### src/rtl/uart_pkg.sv
// Shared UART definitions: receiver FSM states, data width and baud divider helper.
package uart_pkg;

    localparam int UART_DATA_BITS = 8;

    typedef enum logic [1:0] {
        IDLE,
        START,
        DATA,
        STOP
    } uart_rx_state_e;

    // Clocks per oversample tick, rounded to nearest.
    function automatic int calc_div(input int clk_hz, input int baud, input int os);
        int den;
        den = baud * os;
        return (clk_hz + den / 2) / den;
    endfunction

endpackage

### src/rtl/uart_rx_fifo.sv
// Show-ahead synchronous FIFO with a registered head; shared by the UART RX and TX paths.
module uart_rx_fifo
    import uart_pkg::*;
#(
    parameter int WIDTH = UART_DATA_BITS,
    parameter int DEPTH = 8
) (
    input  logic                       clk,
    input  logic                       rst,
    input  logic                       push,
    input  logic [WIDTH-1:0]           wr_data,
    input  logic                       pop,
    output logic [WIDTH-1:0]           rd_data,
    output logic                       empty,
    output logic                       full,
    output logic [$clog2(DEPTH):0]     count
);

    localparam int AW = $clog2(DEPTH);
    localparam logic [AW:0] FULL_CNT = (AW + 1)'(DEPTH);

    logic [WIDTH-1:0] mem_q [DEPTH];
    logic [AW:0]      wr_ptr_q, wr_ptr_d;
    logic [AW:0]      rd_ptr_q, rd_ptr_d;
    logic [AW:0]      count_q, count_d;
    logic [WIDTH-1:0] head_q, head_d;
    logic             valid_q, valid_d;
    logic             push_ok_s, pop_ok_s;

    assign rd_data = head_q;
    assign empty   = ~valid_q;
    assign full    = (count_q == FULL_CNT);
    assign count   = count_q;

    // Pointer, occupancy and head-of-queue next state.
    always_comb begin
        pop_ok_s  = pop & valid_q;
        push_ok_s = push & (~full | pop_ok_s);
        wr_ptr_d  = wr_ptr_q + (AW + 1)'(push_ok_s);
        rd_ptr_d  = rd_ptr_q + (AW + 1)'(pop_ok_s);
        count_d   = count_q + (AW + 1)'(push_ok_s) - (AW + 1)'(pop_ok_s);
        valid_d   = (count_d != '0);
        // The new head is the entry being written only when it becomes the sole entry.
        if (count_d == '0) begin
            head_d = head_q;
        end else if (push_ok_s && (wr_ptr_q[AW-1:0] == rd_ptr_d[AW-1:0])) begin
            head_d = wr_data;
        end else begin
            head_d = mem_q[rd_ptr_d[AW-1:0]];
        end
    end

    // Storage array.
    always_ff @(posedge clk) begin
        if (push_ok_s) begin
            mem_q[wr_ptr_q[AW-1:0]] <= wr_data;
        end
    end

    // Control registers.
    always_ff @(posedge clk or posedge rst) begin
        if (rst) begin
            wr_ptr_q <= '0;
            rd_ptr_q <= '0;
            count_q  <= '0;
            head_q   <= '0;
            valid_q  <= 1'b0;
        end else begin
            wr_ptr_q <= wr_ptr_d;
            rd_ptr_q <= rd_ptr_d;
            count_q  <= count_d;
            head_q   <= head_d;
            valid_q  <= valid_d;
        end
    end

endmodule

### src/rtl/uart_rx_buffered.sv
// Oversampling 8N1 UART receiver feeding a show-ahead FIFO with ready/valid output.
// Optional build macro UART_RX_MAJORITY_VOTE_EN: 3-sample majority vote per bit.
module uart_rx_buffered
    import uart_pkg::*;
#(
    parameter int CLOCK_FREQ = 100_000_000,
    parameter int BAUD_RATE  = 115200,
    parameter int OVERSAMPLE = 16,
    parameter int FIFO_DEPTH = 8
) (
    input  logic                          clock,
    input  logic                          reset,
    input  logic                          rxd,
    output logic [UART_DATA_BITS-1:0]     rx_data,
    output logic                          rx_valid,
    input  logic                          rx_ready,
    output logic                          frame_error,
    output logic                          overflow,
    output logic [$clog2(FIFO_DEPTH):0]   fifo_count
);

    localparam int DIV = calc_div(CLOCK_FREQ, BAUD_RATE, OVERSAMPLE);
    localparam int TW  = (DIV > 1) ? $clog2(DIV) : 1;
    localparam int SW  = $clog2(OVERSAMPLE);

    logic sync1_q, rxs_q, rxs_prev_q;

    uart_rx_state_e            state_q, state_d;
    logic [TW-1:0]             tick_cnt_q, tick_cnt_d;
    logic [SW-1:0]             samp_cnt_q, samp_cnt_d;
    logic [2:0]                bit_idx_q, bit_idx_d;
    logic [UART_DATA_BITS-1:0] shift_q, shift_d;
    logic                      s_early_q, s_early_d;
    logic                      s_mid_q, s_mid_d;
    logic                      brk_q, brk_d;
    logic                      frame_error_q, frame_error_d;
    logic                      overflow_q, overflow_d;
    logic                      tick_s, fall_s, decide_s, bit_val_s, push_s;
    logic                      fifo_empty_s, fifo_full_s;

    // Two-flop synchronizer plus an edge-detect history flop, all idle-high.
    always_ff @(posedge clock or posedge reset) begin
        if (reset) begin
            sync1_q    <= 1'b1;
            rxs_q      <= 1'b1;
            rxs_prev_q <= 1'b1;
        end else begin
            sync1_q    <= rxd;
            rxs_q      <= sync1_q;
            rxs_prev_q <= rxs_q;
        end
    end

    // Decision is taken on the tick after mid-bit in both builds so latency never depends on voting.
    always_comb begin
        state_d       = state_q;
        bit_idx_d     = bit_idx_q;
        shift_d       = shift_q;
        brk_d         = brk_q;
        frame_error_d = 1'b0;
        overflow_d    = 1'b0;
        push_s        = 1'b0;
        fall_s        = rxs_prev_q & ~rxs_q;
        tick_s        = (tick_cnt_q == TW'(DIV - 1));
        tick_cnt_d    = tick_s ? '0 : tick_cnt_q + TW'(1);
        if (tick_s) begin
            samp_cnt_d = (samp_cnt_q == SW'(OVERSAMPLE - 1)) ? '0 : samp_cnt_q + SW'(1);
        end else begin
            samp_cnt_d = samp_cnt_q;
        end
        s_early_d = (tick_s && samp_cnt_q == SW'(OVERSAMPLE / 2 - 2)) ? rxs_q : s_early_q;
        s_mid_d   = (tick_s && samp_cnt_q == SW'(OVERSAMPLE / 2 - 1)) ? rxs_q : s_mid_q;
        decide_s  = tick_s && (samp_cnt_q == SW'(OVERSAMPLE / 2)) && !brk_q;
`ifdef UART_RX_MAJORITY_VOTE_EN
        bit_val_s = (s_early_q & s_mid_q) | (s_early_q & rxs_q) | (s_mid_q & rxs_q);
`else
        bit_val_s = s_mid_q;
`endif
        case (state_q)
            IDLE: begin
                if (fall_s) begin
                    state_d    = START;
                    tick_cnt_d = '0;
                    samp_cnt_d = '0;
                end else begin
                    state_d = IDLE;
                end
            end
            START: begin
                if (decide_s) begin
                    state_d   = bit_val_s ? IDLE : DATA;
                    bit_idx_d = 3'd0;
                end else begin
                    state_d = START;
                end
            end
            DATA: begin
                if (decide_s) begin
                    shift_d   = {bit_val_s, shift_q[UART_DATA_BITS-1:1]};
                    bit_idx_d = bit_idx_q + 3'd1;
                    state_d   = (bit_idx_q == 3'd7) ? STOP : DATA;
                end else begin
                    state_d = DATA;
                end
            end
            STOP: begin
                if (brk_q) begin
                    // Line held low after a bad stop bit: wait for idle before rearming.
                    state_d = rxs_q ? IDLE : STOP;
                    brk_d   = ~rxs_q;
                end else if (decide_s) begin
                    if (bit_val_s) begin
                        state_d    = IDLE;
                        push_s     = ~fifo_full_s | rx_ready;
                        overflow_d = fifo_full_s & ~rx_ready;
                    end else begin
                        frame_error_d = 1'b1;
                        brk_d         = 1'b1;
                    end
                end else begin
                    state_d = STOP;
                end
            end
            default: begin
                state_d = IDLE;
                brk_d   = 1'b0;
            end
        endcase
    end

    // Receiver state registers.
    always_ff @(posedge clock or posedge reset) begin
        if (reset) begin
            state_q       <= IDLE;
            tick_cnt_q    <= '0;
            samp_cnt_q    <= '0;
            bit_idx_q     <= 3'd0;
            shift_q       <= '0;
            s_early_q     <= 1'b1;
            s_mid_q       <= 1'b1;
            brk_q         <= 1'b0;
            frame_error_q <= 1'b0;
            overflow_q    <= 1'b0;
        end else begin
            state_q       <= state_d;
            tick_cnt_q    <= tick_cnt_d;
            samp_cnt_q    <= samp_cnt_d;
            bit_idx_q     <= bit_idx_d;
            shift_q       <= shift_d;
            s_early_q     <= s_early_d;
            s_mid_q       <= s_mid_d;
            brk_q         <= brk_d;
            frame_error_q <= frame_error_d;
            overflow_q    <= overflow_d;
        end
    end

    assign frame_error = frame_error_q;
    assign overflow    = overflow_q;
    assign rx_valid    = ~fifo_empty_s;

    uart_rx_fifo #(
        .WIDTH (UART_DATA_BITS),
        .DEPTH (FIFO_DEPTH)
    ) u_fifo (
        .clk     (clock),
        .rst     (reset),
        .push    (push_s),
        .wr_data (shift_q),
        .pop     (rx_ready),
        .rd_data (rx_data),
        .empty   (fifo_empty_s),
        .full    (fifo_full_s),
        .count   (fifo_count)
    );

endmodule
### config.mk
export PLATFORM = sky130hd
export DESIGN_NAME = uart_rx_buffered
export DESIGN_NICKNAME = d
export VERILOG_FILES = /design/src/rtl/uart_pkg.sv /design/src/rtl/uart_rx_fifo.sv /design/src/rtl/uart_rx_buffered.sv
export SDC_FILE = /design/constraint.sdc
export NUM_CORES = 1
export LEC_CHECK = 0
export CAP_MARGIN = 20
export CORE_MARGIN = 2
export CORE_UTILIZATION = 29
export DETAILED_ROUTE_END_ITERATION = 7
export PLACE_DENSITY_LB_ADDON = 0.12
export REMOVE_ABC_BUFFERS = 1
export SYNTH_ARGS = -nofsm -noshare
export SYNTH_HDL_FRONTEND = slang
export SYNTH_SLANG_ARGS = --single-unit
### constraint.sdc
create_clock -name clock -period 6.4 [get_ports clock]
set_input_delay 1.6 -clock clock [delete_from_list [all_inputs] [get_ports clock]]
set_output_delay 1.6 -clock clock [all_outputs]
set_load 0.005 [all_outputs]
* Word level (Yosys, flattened, before mapping)
Memories as Yosys holds them, arrays and structs flattened. A register that Yosys moved wholly into a read port is not among the register bits.
Index checks and enable logic that the tools add are counted.
** Storage, ports and cells
- Flip-flop bits (word level) :: 43
- Memory bits (writable) :: 64
- Bits of input ports :: 4
- Word-level logic and storage cells :: 91
- Memories :: 1
** Operators by class
- $add $sub $neg :: 7
- Equal/unequal tests :: 12
- Mux-type cells :: 35
- Bitwise operators :: 9
- Reduce and logical (&&, ||, !) cells :: 11
** Memories
- u_fifo.mem_q :: depth 8, bits a word 8, read ports 1, clocked after Yosys merged registers in 1, wr ports 1, RTL line uart_rx_fifo.sv:22 : logic [WIDTH-1:0] mem_q [DEPTH];
** Operator list (number)
- two-way mux 1 bit :: 18
- two-way mux 6 bit :: 3
- two-way mux 4 bit :: 4
- adder 4 x 1 -> 4 bit :: 3
- == test 4 bit (second input constant) :: 3
- two-way mux 2 bit :: 6
- one-hot mux 2 bit (4 select lines) :: 1
- adder 6 x 1 -> 6 bit (second input constant) :: 1
- == test 6 bit (second input constant) :: 1
- two-way mux 3 bit :: 2
- one-hot mux 3 bit (2 select lines) :: 1
- adder 4 x 1 -> 4 bit (second input constant) :: 1
- AND 1 bit :: 4
- == test 2 bit (second input constant) :: 2
- == test 4 x 3 -> 1 bit (second input constant) :: 1
- zero test 4 bit :: 1
- inequality test 2 bit (second input constant) :: 2
- inequality test 4 bit (second input constant) :: 1
- nonzero test 4 bit :: 1
- subtractor 4 x 1 -> 4 bit :: 1
- adder 3 x 1 -> 3 bit (second input constant) :: 1
- == test 3 bit (second input constant) :: 1
- logical AND 1 bit :: 3
- NOT 1 bit :: 3
- 7 further kinds :: 9

* Longest topological paths before layout
- Depth in word-level cells :: 12
- Mapped depth :: 16
- Mapped depth without buffers :: 14

* Cells and area by module
Synthesis repeated with hierarchy kept, for this count alone.
** Second synthesis, totals
- Cells, all modules :: 314
- Area, all modules :: 4833.4 µm²
** By module, submodules not included
- uart_rx_fifo :: times used 1, cells each 185, area an instance 3433.3 µm², seq. area each 2397.3 µm²
- uart_rx_buffered :: times used 1, cells each 129, area an instance 1400.1 µm², seq. area each 755.7 µm²

* Least setup slack after synthesis
No wires, ideal clock.
- Path type :: input-to-reg
- Start :: input rx_ready
- End :: register u_fifo.head_q[0] (netlist: u_fifo.rd_data[0]) (read register of u_fifo.mem_q)
- Setup time :: 125 ps
- Arrival time :: 3644 ps
- Data required time :: 6275 ps
- Setup slack :: 2631 ps
- Stages on the path :: 13
- Buffers on the path :: 1
- Cell sequence :: nand2_1 a21oi_1 nand2_1 inv_1 ha_1 inv_1 fa_1 xnor2_1 nor3b_1 mux2_2 buf_2 nand2_1 o31ai_2
** Between the ends
- Longest elaborated chain between the ends :: 10
** RTL lines
- start, declared :: RTL line uart_rx_buffered.sv:16 : input logic rx_ready,
- OR 1 bit :: RTL line uart_rx_buffered.sv:114 : push_s = ~fifo_full_s | rx_ready;
- two-way mux 1 bit :: RTL line uart_rx_buffered.sv:112 : if (bit_val_s) begin
- two-way mux 1 bit :: RTL line uart_rx_buffered.sv:111 : end else if (decide_s) begin
- two-way mux 1 bit :: RTL line uart_rx_buffered.sv:107 : if (brk_q) begin
- two-way mux 1 bit :: RTL line uart_rx_buffered.sv:79 : case (state_q)
- AND 1 bit :: RTL line uart_rx_fifo.sv:38 : push_ok_s = push & (~full | pop_ok_s);
- adder 4 x 1 -> 4 bit :: RTL line uart_rx_fifo.sv:41 : count_d = count_q + (AW + 1)'(push_ok_s) - (AW + 1)'(pop_ok_s);
- subtractor 4 x 1 -> 4 bit * :: RTL line uart_rx_fifo.sv:41
- net u_fifo.count_d[2] :: RTL line uart_rx_fifo.sv:25 : logic [AW:0] count_q, count_d;
- zero test 4 bit * :: RTL line uart_rx_fifo.sv:44 : if (count_d == '0) begin
- zero test 1 bit (no source line) *
- end, declared :: RTL line uart_rx_fifo.sv:26 : logic [WIDTH-1:0] head_q, head_d;
Mark *: on every way through the listed nets, which the timed path passes. The rest lies on a longest branch.
A chain may end at the register's enable or synchronous reset.

* Worst setup path in the final report
- Start :: input rx_ready
- End :: register u_fifo.head_q[7] (netlist: u_fifo.rd_data[7]) (read register of u_fifo.mem_q)
Same word-level chain as after synthesis.

==> run_results.csv <==
group,metric,value,unit
timing,final-max-slew-violation-count,0,
worst_setup_path,rrSetupSlack,3000,ps
place,place_area,0.00529,mm²
place,dp_hpwl,6.09,mm
power_and_ir_drop,internal_power,1.63,mW
global_route,grt_pass1_wl,15.7,mm
timing,fin_ws,2220,ps
synthesis,syn_inst,324,
detailed_routing,first_iter_violations,164,
worst_setup_path,rr_endpoint,"u_fifo.rd_data[7]$_DFFE_PP0P_",
worst_setup_path,path_class,"primary input to flop",
global_route,grt_usage,12.0,%
timing,tightest_slew,949,ps
clocking,clock_sinks,113,
worst_setup_path,r2r_start,"samp_cnt_q[0]$_DFF_PP0_",
timing,setup-violations-final,0,
final_layout,fin_area,0.00588,mm²
timing,fin_crit,4180,ps
clocking,cts_tree,"done",
min_path,holdPathEnd,"rxs_q$_DFF_PP1_",
floorplanning,io_pins,19,
worst_setup_path,end_kind,"flop",
power_and_ir_drop,p_clk_share,42.1,%
final_layout,regArea,0.00315,mm²
detailed_routing,first_pass_iters,4,
worst_setup_path,crit_start,"rx_ready",
clocking,cts_buffers,17,
floorplanning,die_w,133,µm
final_layout,n_antenna_cell,0,
worst_setup_path,required,6710,ps
timing,max_freq,239,MHz
synthesis,ys_seq_elements,113,
detailed_routing,drc,0,
global_route,antenna_found_initial,0,
synthesis,avgSynthCellArea,15.0,µm²
detailed_routing,routed_wl,9.44,mm
global_route,grt_max_degree,50,
power_and_ir_drop,peakVddDrop,183,µV
global_route,grt_pass1_vias,2798,
detailed_routing,ant_nets,0,
clocking,clock_latency,410,ps
final_layout,fill_cells,1623,
worst_setup_path,cp_max_fo,17,
timing,slew_headroom,36.5,%
clocking,clockBufferDepth,2,
detailed_routing,drt-vias-per-instance,4.47,
final_layout,layout_commonest_cell,"edfxtp_1",
floorplanning,core-area,0.0165,mm²
floorplanning,die_y,133,µm
timing,finalHoldViolations,0,
clocking,cts_resized,0,
power_and_ir_drop,power_leakage,2.50,nW
outcome,status,"finished, final reports clean",
synthesis,async_flop_share,43.4,%
job,drv_cap,0,
place,portBuffers,18,
detailed_routing,wl_per_cell,16.1,µm
final_layout,layout-drive-gt1-share,21.8,%
detailed_routing,vias,2621,
final_layout,final_nets,374,
place,dpl_worst_slack,1790,ps
timing,tns,0,ps
synthesis,synth_edf_count,64,
synthesis,seq_area_frac_synth,65.0,%
final_layout,multi_input_area,0.00157,mm²
min_path,min_path_type,"flop to flop",
synthesis,yosys_warnings,0,
power_and_ir_drop,powerDensity,379,mW/mm²
min_path,holdPathStages,0,
synthesis,ys.flop_type,"edfxtp_1",
floorplanning,start_util,29.4,%
clocking,hold_buffers,0,
final_layout,final_cell_mix,"edfxtp_1, dfrtp_1, nand2_1, nor2_1, clkdlybuf4s50_1",
floorplanning,die-area,0.0178,mm²
timing,clock_skew,7.96,ps
synthesis,yosysUniqueCellTypes,48,
power_and_ir_drop,switchingPower,0.601,mW
worst_setup_path,start_kind,"primary input",
final_layout,syn_to_final_growth,21.2,%
place,place.gp.congestion,0.766,
clocking,htree_levels,4,
clocking,clk_pin_slew_worst_paths,50,ps
power_and_ir_drop,swShare,27.0,%
global_route,grt-ovfl-total,0,
power_and_ir_drop,seq_power_share,38.5,%
floorplanning,row_count,47,
power_and_ir_drop,pwr-share-comb,19.4,%
timing,rsz0062_at_grt,"no",
clocking,root_buffer,"clkbuf_16",
final_layout,utilization,35.7,%
synthesis,syn_area,0.00485,mm²
worst_setup_path,reg2regPathDepth,13,
timing,fin_crit_sh,65.4,%
worst_setup_path,arrival,4490,ps
clocking,postCtsSetupRepairBufs,0,
min_path,hold_start,"sync1_q$_DFF_PP1_",
cell usage after synthesis, types with 2 or more instances:
cell      count  share of area (%)
nand2_1      37                2.9
ha_1         15                3.9
inv_1        15                1.2
clkbuf_2      3               0.31
o31ai_1       4               0.62
buf_2         3               0.31
a31oi_1       3               0.39
o21ai_1       2               0.21
mux4_1        4                2.2
clkbuf_1      3               0.23
nor4b_1       3               0.54
mux2i_1       4               0.83
nor3_1        5               0.52
nor2_1       21                1.6
buf_6         4               0.93
xnor2_1       5               0.90
dfstp_2       4                2.2
o31ai_2       2               0.52
mux4_2       12                5.6
and3_1        3               0.39
edfxtp_1     64                 40
dfrtp_1      45                 23
nor3b_1       4               0.62
xor2_1        6                1.1
mux2_2       12                2.8
a21oi_1       5               0.52
nand3_1       7               0.72
and3_2        4               0.62
nor2b_1       2               0.26
o21ai_0       5               0.52
power groups by stage:
stage               Combinational [mW]  Sequential, mW  Clock (mW)
detailed placement               0.442           0.873           0
global placement                 0.441           0.874           0
CTS                              0.444           0.860       0.966
global route                     0.482           0.867       0.998
finish                           0.433           0.858       0.939
floorplan                        0.314           0.865           0
worst max-delay path by stage:
| stage | depth (start not counted) | end | slack [ps] |
|---|---|---|---|
| 6_report | 12 | u_fifo.rd_data[7]$_DFFE_PP0P_ | 2220 |
| 5_1_grt | 12 | u_fifo.rd_data[2]$_DFFE_PP0P_ | 1990 |
| 4_1_cts | 12 | u_fifo.rd_data[7]$_DFFE_PP0P_ | 2190 |
| 3_5_place_dp | 12 | u_fifo.rd_data[7]$_DFFE_PP0P_ | 1790 |
| 3_3_place_gp | 12 | u_fifo.rd_data[4]$_DFFE_PP0P_ | 1890 |
| 2_1_floorplan | 11 | u_fifo.rd_data[2]$_DFFE_PP0P_ | 2680 |
kinds of logic after synthesis:
logic type | after synthesis | synth area share, %
AOI/OAI and AO/OA | 24 | 3.28
DFF | 113 | 65.0
xor gates and xnor gates | 12 | 2.55
muxes | 32 | 11.4
buffers and inverters | 30 | 3.17
and+or+nand+nor | 97 | 10.3
adders and majority gates | 16 | 4.28
cell type report:
| cell class | count | area share [%] |
|---|---|---|
| flip-flops and latches | 113 | 53.6 |
| multi-input cells | 181 | 26.7 |
| clock buffers | 21 | 7.66 |
| well taps | 220 | 4.68 |
| repair buffers | 25 | 3.96 |
| clock inverters | 11 | 2.34 |
| inverters | 16 | 1.02 |
critical path: stages:
cell             delay (ps)
clkdlybuf4s50_1         480
nand2_1                  80
a21oi_1                 290
nand2_1                 210
inv_1                   170
ha_1                    180
inv_1                    50
fa_1                    370
xnor2_1                 260
nor3_1                   80
mux2_2                  410
o31ai_1                 300
per-stage QoR:
stage	hold slack (ps)	cells	total power, mW
final	354	587	2.23
after detailed placement	348	555	1.32
after floorplan	345	310	1.18
after global routing	356	587	2.35
after global placement	346	555	1.32
after CTS	356	587	2.27
state kept, by name, summed over array words and instances (netlist names):
name / cells
u_fifo.count: 4
overflow: 1
samp_cnt_q: 4
bit_idx_q: 3
tick_cnt_q: 6
brk_q: 1
u_fifo.wr_ptr_q: 3
u_fifo.rd_data: 8
u_fifo.valid_q: 1
u_fifo.rd_ptr_q: 3
bit_val_s: 1
u_fifo.mem_q: 64
rxs_q: 1
shift_q: 8
state_q: 2
rxs_prev_q: 1
frame_error: 1
sync1_q: 1
routing by layer:
metal | vias up | part of all wire, % | track usage (%)
met5 | - | 0 | 0
met4 | 0 | 1.9 | 5.32
met3 | 13 | 3.0 | 3.73
met2 | 31 | 47 | 18.2
met1 | 1319 | 48 | 15.7
li1 | 1258 | - | -
Power figures use the tool's default switching activity.
